<file path="config.mk">
export PLATFORM = sky130hd
export DESIGN_NAME = instruction_fetch_unit
export DESIGN_NICKNAME = d
export VERILOG_FILES = /design/src/rtl/instruction_fetch_unit.sv
export SDC_FILE = /design/constraint.sdc
export NUM_CORES = 1
export LEC_CHECK = 0
export BUFFER_PORTS_ARGS = -buffer_cell sky130_fd_sc_hd__buf_2
export CAP_MARGIN = 5
export CORE_MARGIN = 1.5
export CORE_UTILIZATION = 51
export CTS_CLUSTER_DIAMETER = 100
export DETAILED_ROUTE_END_ITERATION = 8
export GPL_TIMING_DRIVEN = 1
export PLACE_DENSITY = 0.81
export SYNTH_ARGS = -nofsm -noshare
export SYNTH_HDL_FRONTEND = slang
export SYNTH_SLANG_ARGS = --single-unit
</file>
<file path="constraint.sdc">
create_clock -name clk_i -period 3.8 [get_ports clk_i]
set_input_delay 0.38 -clock clk_i [delete_from_list [all_inputs] [get_ports clk_i]]
set_output_delay 0.38 -clock clk_i [all_outputs]
set_load 0.005 [all_outputs]
</file>
<file path="src/rtl/instruction_fetch_unit.sv">
// ---------------------------------------------------------------------------
// instruction_fetch_unit
//
// Fetch stage that sits directly in front of instruction_rom. It owns the
// program counter, drives the ROM byte address and captures the returned
// word into an instruction register. Decode reads that register through a
// valid/ready handshake. Execute can redirect the PC for branches and jumps.
// A redirect to a target that is not word aligned parks the unit in a
// sticky trap state, which only reset clears.
//
// Parameters
//   ADDR_W    PC / ROM byte-address width (word index is addr[ADDR_W-1:2])
//   DATA_W    instruction width
//   RESET_PC  PC loaded at reset; must be word aligned
//
// Ports
//   clk_i            clock, all state changes on the rising edge
//   rst_ni           asynchronous active-low reset
//   stall_i          freeze the PC and the instruction register
//   redirect_i       load redirect_addr_i into the PC and flush decode's word
//   redirect_addr_i  redirect target byte address
//   rom_addr_o       byte address to the ROM, always the current PC
//   rom_data_i       ROM word for rom_addr_o (combinational, same cycle)
//   instr_o          registered instruction for decode
//   instr_pc_o       PC of instr_o
//   instr_pc4_o      instr_pc_o + 4, wrapping (link value for JAL/JALR)
//   valid_o          instr_o / instr_pc_o hold a word for decode
//   ready_i          decode accepts instr_o this cycle
//   trap_o           misaligned-redirect trap, sticky until reset
//   trap_addr_o      redirect address that caused the trap
// ---------------------------------------------------------------------------
module instruction_fetch_unit #(
  parameter int unsigned       ADDR_W   = 8,
  parameter int unsigned       DATA_W   = 32,
  parameter logic [ADDR_W-1:0] RESET_PC = '0
) (
  input  logic              clk_i,
  input  logic              rst_ni,
  input  logic              stall_i,
  input  logic              redirect_i,
  input  logic [ADDR_W-1:0] redirect_addr_i,
  output logic [ADDR_W-1:0] rom_addr_o,
  input  logic [DATA_W-1:0] rom_data_i,
  output logic [DATA_W-1:0] instr_o,
  output logic [ADDR_W-1:0] instr_pc_o,
  output logic [ADDR_W-1:0] instr_pc4_o,
  output logic              valid_o,
  input  logic              ready_i,
  output logic              trap_o,
  output logic [ADDR_W-1:0] trap_addr_o
);

  // Byte distance between consecutive instruction words.
  localparam logic [ADDR_W-1:0] PC_STEP = ADDR_W'(4);

  // BOOT marks the single cycle after reset release. It follows exactly
  // the same rules as RUN; it exists so the first cycle is identifiable.
  typedef enum logic [1:0] {
    BOOT = 2'd0,
    RUN  = 2'd1,
    TRAP = 2'd2
  } state_t;

  state_t            state_reg;
  logic [ADDR_W-1:0] pc_reg;
  logic [DATA_W-1:0] instr_reg;
  logic [ADDR_W-1:0] instr_pc_reg;
  logic              valid_reg;
  logic              trap_reg;
  logic [ADDR_W-1:0] trap_addr_reg;

  logic misaligned;
  logic load;

  // Only the two low address bits decide alignment; the upper bits of the
  // target are used as given.
  assign misaligned = (redirect_addr_i[1:0] != 2'b00);

  // The register can take a new word when it is empty or when decode is
  // consuming the current one in this same cycle.
  assign load = !valid_reg || ready_i;

  always_ff @(posedge clk_i or negedge rst_ni) begin
    if (!rst_ni) begin
      state_reg     <= BOOT;
      pc_reg        <= RESET_PC;
      instr_reg     <= '0;
      instr_pc_reg  <= '0;
      valid_reg     <= 1'b0;
      trap_reg      <= 1'b0;
      trap_addr_reg <= '0;
    end else begin
      case (state_reg)
        BOOT, RUN: begin
          state_reg <= RUN;
          if (redirect_i && misaligned) begin
            // Bad target: park. The PC keeps its old value so the ROM
            // address never shows the offending target.
            state_reg     <= TRAP;
            trap_reg      <= 1'b1;
            trap_addr_reg <= redirect_addr_i;
            valid_reg     <= 1'b0;
          end else if (redirect_i) begin
            // Flush whatever decode holds; the target word is fetched on
            // the next cycle. A word accepted in this same cycle still
            // counts as consumed by decode.
            pc_reg    <= redirect_addr_i;
            valid_reg <= 1'b0;
          end else if (stall_i) begin
            // Frozen, but a handshake completing during the stall still
            // retires the word so it is not delivered twice.
            if (valid_reg && ready_i) begin
              valid_reg <= 1'b0;
            end
          end else if (load) begin
            instr_reg    <= rom_data_i;
            instr_pc_reg <= pc_reg;
            valid_reg    <= 1'b1;
            pc_reg       <= pc_reg + PC_STEP;  // wraps modulo 2^ADDR_W
          end
          // Otherwise decode is back-pressuring: everything holds.
        end

        TRAP: begin
          // Sticky until reset; all inputs are ignored.
          valid_reg <= 1'b0;
        end

        default: begin
          // Unused encoding: fail safe into the trap state.
          state_reg <= TRAP;
          trap_reg  <= 1'b1;
          valid_reg <= 1'b0;
        end
      endcase
    end
  end

  assign rom_addr_o  = pc_reg;
  assign instr_o     = instr_reg;
  assign instr_pc_o  = instr_pc_reg;
  assign instr_pc4_o = instr_pc_reg + PC_STEP;  // combinational link value
  assign valid_o     = valid_reg;
  assign trap_o      = trap_reg;
  assign trap_addr_o = trap_addr_reg;

endmodule

</file>
# Word-level counts from Yosys, hierarchy flattened
# Cells that the tools add are included.
# classes
add_sub_neg,2
eq_ne,6
muxes,13
bitwise_logic,4
reduce_logical,13
# op_table
operator,count
8-bit two-way mux,3
8-bit by 3-bit adder with 8-bit output (second input constant),2
5-bit != test (second input constant),2
1-bit two-way mux,7
2-bit AND reduction,3
5-bit AND reduction,1
1-bit NOT,4
2-bit one-hot mux with 2 select lines,1
4-bit AND reduction,1
2-bit nonzero test,2
2-bit by 1-bit == test with 1-bit output (second input constant),1
2-bit == test (second input constant),1
1-bit logical AND,2
2-bit logical NOT,1
2-bit two-way mux,1
2-bit by 1-bit != test with 1-bit output (second input constant),1
2-bit != test (second input constant),1
1-bit one-hot mux with 2 select lines,1
2-bit OR reduction,1
1-bit logical NOT,1
1-bit logical OR,1
# totals
ff_bits,60
inputBits,45
output_inout_bits,66
word_cells,45

# Depth between registers and ports, before layout
# Gate-level depths: netlist of the first run.
# logic_depth
ltp_word,7
mapped_depth,5
ltp_nobuf,4

# Worst setup path before layout of the first run
# Ideal clock, no wire load.
# synth_path
kind,register -> register
startpoint,"register pc_reg[2], in the netlist rom_addr_o[2]"
endpoint,"register pc_reg[4], in the netlist rom_addr_o[4]"
setup_ns,0.123
t_arrival_ns,1.472
t_required_ns,3.677
slack_ns,2.206
stages_incl_launch_ff,5
path_buffers,0
period_less_slack_ns,1.594
path_cell_list,dfrtp_1 > ha_1 > nor3b_1 > mux2_2 > o221a_2
# synth_between
elab_chain_len,4
# synth_rtl
item,line,source
"start, declared",65,logic [ADDR_W-1:0] pc_reg;
"start signal, assigned",107,pc_reg <= redirect_addr_i;
"start signal, assigned",119,pc_reg <= pc_reg + PC_STEP;
8-bit by 3-bit adder with 8-bit output,119,
8-bit two-way mux,115,end else if (load) begin
8-bit two-way mux,109,end else if (stall_i) begin
8-bit two-way mux,103,end else if (redirect_i) begin
# No other way between the ends. The select of a mux whose other input is x is not followed.
# A chain may end at the register's enable or synchronous reset.

# Final worst setup path of the first run
# Ends and elaborated chain as after synthesis.

==> reports/qor.yml, run 1 <==
status: "completed"
clk_pin_slew_ns: 0.07
rr_startpoint: "rom_addr_o[2]"
post-cts-setup-buffers: 0
avgSynthCellArea_um2: 14.0
synthArstFlopShare_pct: 100
ff2ff_path_depth: 4
path_max_fanout: 8
min_path_type: "primary input to asynchronous set/reset pin"
nets: 345
core_um2: 4820
period_share_pct: 48.7
grt_pass1_vias: 1767
antennaDiodeCount: 0
crit_arrival_ns: 2.07
io_buffer_count: 110
layoutNonFillerInstCount: 369
postCtsResizedCells: 0
max_stage_delay_ns: 0.52
io_pins: 111
drv_slew: 0
synth_top_area_cell: "dfrtp_1"
wl_per_cell_um: 15.0
finalWirelength_um: 5550
power.total_uw: 1390
grt_overflow: 0
cts_buffers: 9
r2r_end: "rom_addr_o[4]"
grt_pass1_wl_um: 8520
fin_skew_ns: 0.00844
rsz0062_at_grt: "no"
post-route-drc-count: 0
hpwlAfterDp_um: 3920
setup_tns_ns: 0
htreeDepth: 3
yosys-top-cells-area: "dfrtp_1 58%, mux2_2 20%, buf_6 2.2%"
drive_above_1_share_pct: 59.9
synthesis.nets: 232
yosysSeqAreaShare_pct: 57.9
critPathKind: "flop to flop"
powerDensity_nw_per_um2: 411
synth_cell_types: 42
start_kind: "flop"
place.gp.congestion: 0.738
root_buffer: "clkbuf_8"
dr.pass1.iters: 4
rows: 25
area_growth_pct: 30.8
worst_pin_slew_ns: 0.637
die_x_um: 74.3
grt_antenna_before_repair: 0
cts_tree: "done"
cts_hold_buf: 0
crit_chain: "ha_1, nor3b_1, mux2_2, o221a_2"
period_minus_slack_ns: 1.85
worst-r2r-setup-slack_ns: 1.95
netlist.area_leader.share_pct: 57.9
synth-edff-count: 0
drt-initial-drc-count: 32
largest_reg_flops: 32
vias: 1895
hold_viol_final: 0
syn-cell-area_um2: 2590
crit_required_ns: 4.02
clock_path_buffers: 2
ys_warn_count: 0
routed_via_density: 5.14
cts.sinks: 60
p_leak_uw: 0.00191
die_h_um: 74.3
slew_headroom_pct: 57.5
grtUsageTotal_pct: 21.0
synthCells: 185
grt_max_degree: 41
fmax_mhz: 540
place_inst: 354
start_util_pct: 53.8
utilization_pct: 70.4
endpoint_kind: "flop"
peakVddDrop_mv: 0.251
drt.antenna.violating_nets: 0
num-fill-cells: 398
cap_violations: 0
hold_slack_ns: 0.0663
die-area_um2: 5520
cp_slowest_cell: "dfrtp_1"
ys_seq_elements: 60
clock_latency_ns: 0.33
synth-main-ff-cell: "dfrtp_1"
finalSetupViolCount: 0
kinds of logic (layout without fill, tap and decap cells):
kind of cell | count (synthesis) | count (layout) | share of synthesized area (%)
AO/OA/AOI/OAI | 20 | 20 | 5.94
XOR/XNOR | 4 | 4 | 1.35
adder cells (fa/ha/maj) | 2 | 2 | 0.965
buffers and inverters | 15 | 132 | 4.01
flip-flops | 60 | 60 | 57.9
multiplexers | 51 | 51 | 22.1
AND/OR/NAND/NOR | 33 | 33 | 7.77
cell type report:
cell class,instances,area [um^2],area share [%]
sequential,60,1500,44.3
multi-input combinational,110,987,29.1
timing repair buffer,112,566,16.7
clock buffer,12,165,4.87
tap,67,83.8,2.47
clock inverter,3,68.8,2.03
inverter,5,18.8,0.554
synth_stat cells, types with 2 or more instances:
cell      instances
a21boi_0          2
a22oi_1           2
and3_1            3
buf_2             2
buf_4             2
buf_6             5
dfrtp_1          60
ha_1              2
inv_1             5
mux2_1            2
mux2_2           47
mux2i_1           2
nand2_1           7
nand3_1           4
nor2_1            3
nor3_1            3
o21ai_0           3
o221a_2           2
o22ai_1           3
or3_1             2
xnor2_1           3
where the power goes:
group / switching (uW) / leakage (uW) / internal [uW]
clock network: 237 / 0.000119 / 420
registers: 6.22 / 0.000806 / 652
logic: 37.7 / 0.000983 / 38.9
per-layer routing:
layer / vias up / track usage, % / wire length, um
met5: - / 0 / 0
met4: 0 / 10.5 / 114
li1: 897 / - / -
met3: 10 / 4.47 / 319
met1: 914 / 27.6 / 2370
met2: 74 / 33.1 / 2740
cell usage in the layout (no fill, tap or decap), drive strengths merged, types with 3 or more instances in the layout:
cell	n
nand2	7
dfrtp	60
mux2	49
xnor2	3
buf	112
and3	4
clkbuf	12
nand3	4
inv	5
o21ai	3
nor2	3
nor3	4
o22ai	3
worst max-delay path by stage:
stage | start | slack, ns | end | cells past startpoint
after floorplan | rom_addr_o[2] | 2.21 | rom_addr_o[4] | 4
after global placement | stall_i | 1.95 | instr_o[11] | 5
after detailed placement | stall_i | 1.90 | instr_o[2] | 5
after CTS | valid_o | 1.94 | instr_o[2] | 5
after global routing | rom_addr_o[2] | 1.81 | rom_addr_o[4] | 4
final | rom_addr_o[2] | 1.95 | rom_addr_o[4] | 4
through the flow:
| step | worst slack [ns] | instance area, um^2 |
|---|---|---|
| floorplan | 2.21 | 2590 |
| global placement | 1.95 | 3160 |
| detailed placement | 1.90 | 3160 |
| CTS | 1.94 | 3390 |
| global route | 1.81 | 3390 |
| finish | 1.95 | 3390 |
critical path: cells and delay by family (launching register included):
kind	cells	cell delay [ns]
fa+ha+maj	1	0.19
simple gates	1	0.37
flops	1	0.52
mux	1	0.40
compound gates	1	0.26
(Power assumes the default switching activity.)
==> inputs of run 2 (changes only) <==
--- a/config.mk
+++ b/config.mk
@@ -8,11 +8,11 @@
 export BUFFER_PORTS_ARGS = -buffer_cell sky130_fd_sc_hd__buf_2
 export CAP_MARGIN = 5
 export CORE_MARGIN = 1.5
-export CORE_UTILIZATION = 51
+export CORE_UTILIZATION = 43
 export CTS_CLUSTER_DIAMETER = 100
 export DETAILED_ROUTE_END_ITERATION = 8
 export GPL_TIMING_DRIVEN = 1
-export PLACE_DENSITY = 0.81
+export PLACE_DENSITY = 0.72
 export SYNTH_ARGS = -nofsm -noshare
 export SYNTH_HDL_FRONTEND = slang
 export SYNTH_SLANG_ARGS = --single-unit
==> constraint.sdc (replaced) <==
create_clock -name clk_i -period 1.62 [get_ports clk_i]
set_input_delay 0.162 -clock clk_i [delete_from_list [all_inputs] [get_ports clk_i]]
set_output_delay 0.162 -clock clk_i [all_outputs]
set_load 0.005 [all_outputs]
==> run 2 against run 1 <==
Effect of this change:
- the flow now finishes with violations (negative setup slack)
- maximum frequency increased by 12%
- total power increased by 110%
- critical endpoint is now instr_pc_o[3]
- largest power group unchanged
- non-clock buffer count increased by 14
==> reports/qor.yml, run 2 (synthesis gave the netlist of run 1 again) <==
endpoint_kind: "flop"
root_buffer: "clkbuf_8"
setup_ws_ns: -0.0366
switchingPower_uw: 636
violations: "negative setup slack"
worst-r2r-setup-slack_ns: -0.04
wl_per_cell_um: 14.7
largest_reg_flops: 32
layoutNonFillerInstCount: 391
grt_max_degree: 61
utilization_pct: 61.5
status: "complete, but fails checks"
period_minus_slack_ns: 1.66
cts_buffers: 9
die_h_um: 80.6
place_inst: 372
grt_pass1_wl_um: 8360
period_share_pct: 102
p_int_uw: 2350
slew_headroom_pct: 70.1
peakVddDrop_mv: 0.485
cts.sinks: 60
finalSetupViolCount: 28
routed_via_density: 4.96
seqPwrFrac_pct: 51.7
mostFrequentLayoutCell: "buf_2"
drv_slew: 0
grt_pass1_vias: 1736
clock_path_buffers: 2
final_cell_mix: "110 x buf_2, 60 x dfrtp_1, 32 x mux2_2"
antennaDiodeCount: 0
comb_power_share_pct: 6.7
cts_tree: "done"
die_x_um: 80.6
switching_share_pct: 21.3
area_growth_pct: 39.7
drive_above_1_share_pct: 62.3
grt_overflow: 0
cap_violations: 0
max_stage_delay_ns: 0.37
fmax_mhz: 604
htreeDepth: 3
nets: 359
min_path_type: "primary input to flop"
rows: 28
worst_pin_slew_ns: 0.438
post-route-drc-count: 0
rsz0062_at_grt: "yes"
p_clk_share_pct: 41.6
place.gp.congestion: 0.774
drt.antenna.violating_nets: 0
finalWirelength_um: 5740
crit_required_ns: 1.82
grtUsageTotal_pct: 17.3
die-area_um2: 6500
path_max_fanout: 9
crit_arrival_ns: 1.86
grt_antenna_before_repair: 0
start_util_pct: 44.0
powerDensity_nw_per_um2: 825
multi_input_area_um2: 1060
power.total_uw: 2990
clk_pin_slew_ns: 0.07
hold_viol_final: 0
vias: 1939
fin_skew_ns: 0.00636
cp_slowest_cell: "dfrtp_1"
p_leak_uw: 0.00201
clock_latency_ns: 0.32
hpwlAfterDp_um: 3930
io_buffer_count: 110
crit_chain: "nor2b_4, or2_4, nor3_4, buf_12, clkbuf_16, mux2_2"
drt-initial-drc-count: 42
io_pins: 111
core_um2: 5890
dr.pass1.iters: 4
regArea_um2: 1500
start_kind: "flop"
num-fill-cells: 502
critPathKind: "flop to flop"
==> run 2: worst max-delay path, delay by kind of cell, from the launching register on <==
kind / cells / cell delay (ns)
and+or+nand+nor: 3 / 0.52
DFF: 1 / 0.37
muxes: 1 / 0.33
buffers and inverters: 2 / 0.31
==> run 2: metal layers <==
metal | global-route usage (%) | routed length (um) | vias to the layer above
met5 | 0 | 0 | -
met4 | 8.28 | 95 | 0
met3 | 4.20 | 351 | 10
met2 | 26.5 | 2760 | 72
met1 | 22.8 | 2540 | 935
li1 | - | - | 922
==> run 2: path summary, 6_finish.rpt <==
kind	end	from	depth (start not counted)
max	instr_pc_o[3]	valid_o	6
min in group asynchronous	trap_addr_o[6]	rst_ni	3
max reg2reg	instr_pc_o[3]	valid_o	6
max in group asynchronous	instr_o[26]	rst_ni	3
min	instr_o[27]	rom_data_i[27]	2
min reg2reg	instr_o[10]	instr_o[10]	1
==> run 2: area by class of cell <==
type                       count  area share (%)
clock buffer                  14            5.04
clock inverter                 1           0.138
inverter                       5           0.518
multi-input combinational    110            29.3
sequential                    60            41.5
tap                           75            2.59
timing repair buffer         126            20.9
==> run 2: timing repair <==
action                     CTS  global route
gates resized for setup      1            18
cloned                       0             2
setup endpoints to repair   42            41
hold endpoints to repair    60             0
setup buffers                0             1
hold buffers                 1             0
==> run 2: through the flow <==
step | instance area [um^2] | setup TNS (ns) | setup WS (ns) | hold slack, ns
final | 3620 | -0.510 | -0.0366 | 0.0667
after global routing | 3620 | -2.30 | -0.0805 | 0.0521
after CTS | 3480 | -0.891 | -0.0457 | 0.0550
after detailed placement | 3280 | -0.552 | -0.0474 | 0.195
after global placement | 3280 | 0 | 0.00734 | 0.190
after floorplan | 2590 | 0 | 0.0257 | -0.134
==> run 2: power groups by stage <==
stage | registers, uW | clock network [uW] | logic (uW)
after floorplan | 1570 | 0 | 52.1
after detailed placement | 1570 | 0 | 193
final | 1540 | 1240 | 200
after global placement | 1570 | 0 | 188
after global routing | 1550 | 1360 | 223
after CTS | 1540 | 1280 | 195
==> inputs of run 3 (changes only) <==
--- a/config.mk
+++ b/config.mk
@@ -7,7 +7,6 @@
 export LEC_CHECK = 0
 export BUFFER_PORTS_ARGS = -buffer_cell sky130_fd_sc_hd__buf_2
 export CAP_MARGIN = 5
-export CORE_MARGIN = 1.5
 export CORE_UTILIZATION = 43
 export CTS_CLUSTER_DIAMETER = 100
 export DETAILED_ROUTE_END_ITERATION = 8
==> run 3 against run 2 <==
Effect of this change:
- the run still ends with negative setup slack left
- setup slack lost 0.0030 ns
- register-to-register slack is essentially flat
- wire length grew 0.70%
- total power grew 5.9%
- die area shrank 2.5%
- non-clock buffer count grew 1
- maximum frequency shrank 0.18%
- first-iteration DRC count is the same
- core utilization grew 3.6 points
- critical path type unchanged
- highest routed layer unchanged
==> reports/qor.yml, run 3 (synthesis gave the netlist of run 1 again) <==
nets: 360
hold_viol_final: 0
start_kind: "flop"
period_share_pct: 102
grt_pass1_vias: 1888
critical-path-top-delay-family: "simple AND/OR/NAND/NOR gates"
hpwlAfterDp_um: 3830
rr_startpoint: "valid_o"
cts.sinks: 60
routed_via_density: 5.04
multi_input_area_um2: 1080
drive_above_1_share_pct: 62.1
status: "complete, but fails checks"
crit_required_ns: 1.83
drv_slew: 0
drt-initial-drc-count: 42
grt_max_degree: 61
slew_headroom_pct: 74.0
clk_pin_slew_ns: 0.06
max_stage_delay_ns: 0.37
cts_tree: "done"
fmax_mhz: 603
violations: "negative setup slack"
grt_antenna_before_repair: 0
wl_per_cell_um: 14.9
period_minus_slack_ns: 1.66
place.gp.congestion: 0.764
cap_violations: 0
critPathBufInv: 2
io_pins: 111
grtUsageTotal_pct: 18.8
cp_slowest_cell: "dfrtp_1"
drt.antenna.violating_nets: 0
start_util_pct: 46.0
clock_latency_ns: 0.33
rows: 27
crit_arrival_ns: 1.87
setup_ws_ns: -0.0395
mostFrequentLayoutCell: "buf_2"
core_um2: 5640
p_leak_uw: 0.00204
io_buffer_count: 110
worst_pin_slew_ns: 0.387
antennaDiodeCount: 0
die-area_um2: 6340
grt_pass1_wl_um: 8830
grt_overflow: 0
worst-r2r-setup-slack_ns: -0.04
regArea_um2: 1500
htreeDepth: 3
finalWirelength_um: 5780
root_buffer: "clkbuf_8"
vias: 1959
post-route-drc-count: 0
largest_reg_flops: 32
final_cell_mix: "110 x buf_2, 59 x dfrtp_1, 24 x mux2_2"
worstHoldStart: "rom_data_i[16]"
place_area_um2: 3270
path_max_fanout: 17
cts_buffers: 9
peakVddDrop_mv: 0.563
powerDensity_nw_per_um2: 862
crit_chain: "nor2b_4, or2_4, nor3_4, buf_4, buf_12, mux2_2"
min_path_type: "primary input to flop"
finalSetupViolCount: 32
die_x_um: 79.6
fin_skew_ns: 0.00658
endpoint_kind: "flop"
critical_path.startpoint: "valid_o"
fin_area_um2: 3670
clock_path_buffers: 2
rsz0062_at_grt: "yes"
dr.pass1.iters: 4
setup_tns_ns: -0.687
area_growth_pct: 41.7
die_h_um: 79.6
critPathKind: "flop to flop"
num-fill-cells: 459
run 3: timing repair:
item | CTS | global route
hold endpoints to repair | 60 | 0
setup endpoints to repair | 40 | 44
cloned | 1 | 2
hold buffers | 1 | 0
buffers inserted | 2 | 1
gates resized for setup | 6 | 25
run 3: per-stage QoR:
stage               instances  setup slack [ns]  hold WS [ns]  utilization, %  power [uW]
detailed placement        368           -0.0413         0.192            57.9        1760
finish                    389           -0.0395        0.0532            65.1        3160
floorplan                 185            0.0257        -0.134               -        1630
global route              389           -0.0961        0.0395            65.1        3290
global placement          368           -0.0168         0.190            57.9        1760
CTS                       387           -0.0352        0.0325            62.8        3200
run 3: path summary, 6_finish.rpt:
path                                 endpoint  cells past startpoint
worst max-delay path              instr_o[29]                      6
worst min-delay path              instr_o[16]                      2
worst max register to register    instr_o[29]                      6
worst min register to register         trap_o                      1
max in group asynchronous        state_reg[1]                      3
min in group asynchronous       rom_addr_o[5]                      3
run 3: layer usage:
layer | routed length [um] | global-route usage, % | share of wire (%)
met1 | 2590 | 24.3 | 45
met2 | 2710 | 29.0 | 47
met3 | 344 | 3.54 | 5.9
met4 | 141 | 12.0 | 2.4
met5 | 0 | 0 | 0
run 3: power by group:
group / switching, uW / internal [uW] / leakage, uW
Sequential: 15.3 / 1530 / 0.000806
Combinational: 91.5 / 113 / 0.00112
Clock: 570 / 846 / 0.000109
run 3: layout make-up:
class | instances | area share (%)
Clock inverter | 6 | 2.18
Inverter | 5 | 0.511
Sequential cell | 60 | 40.9
Multi-Input combinational cell | 110 | 29.4
Clock buffer | 9 | 3.37
Timing Repair Buffer | 127 | 21.2
Tap cell | 72 | 2.45
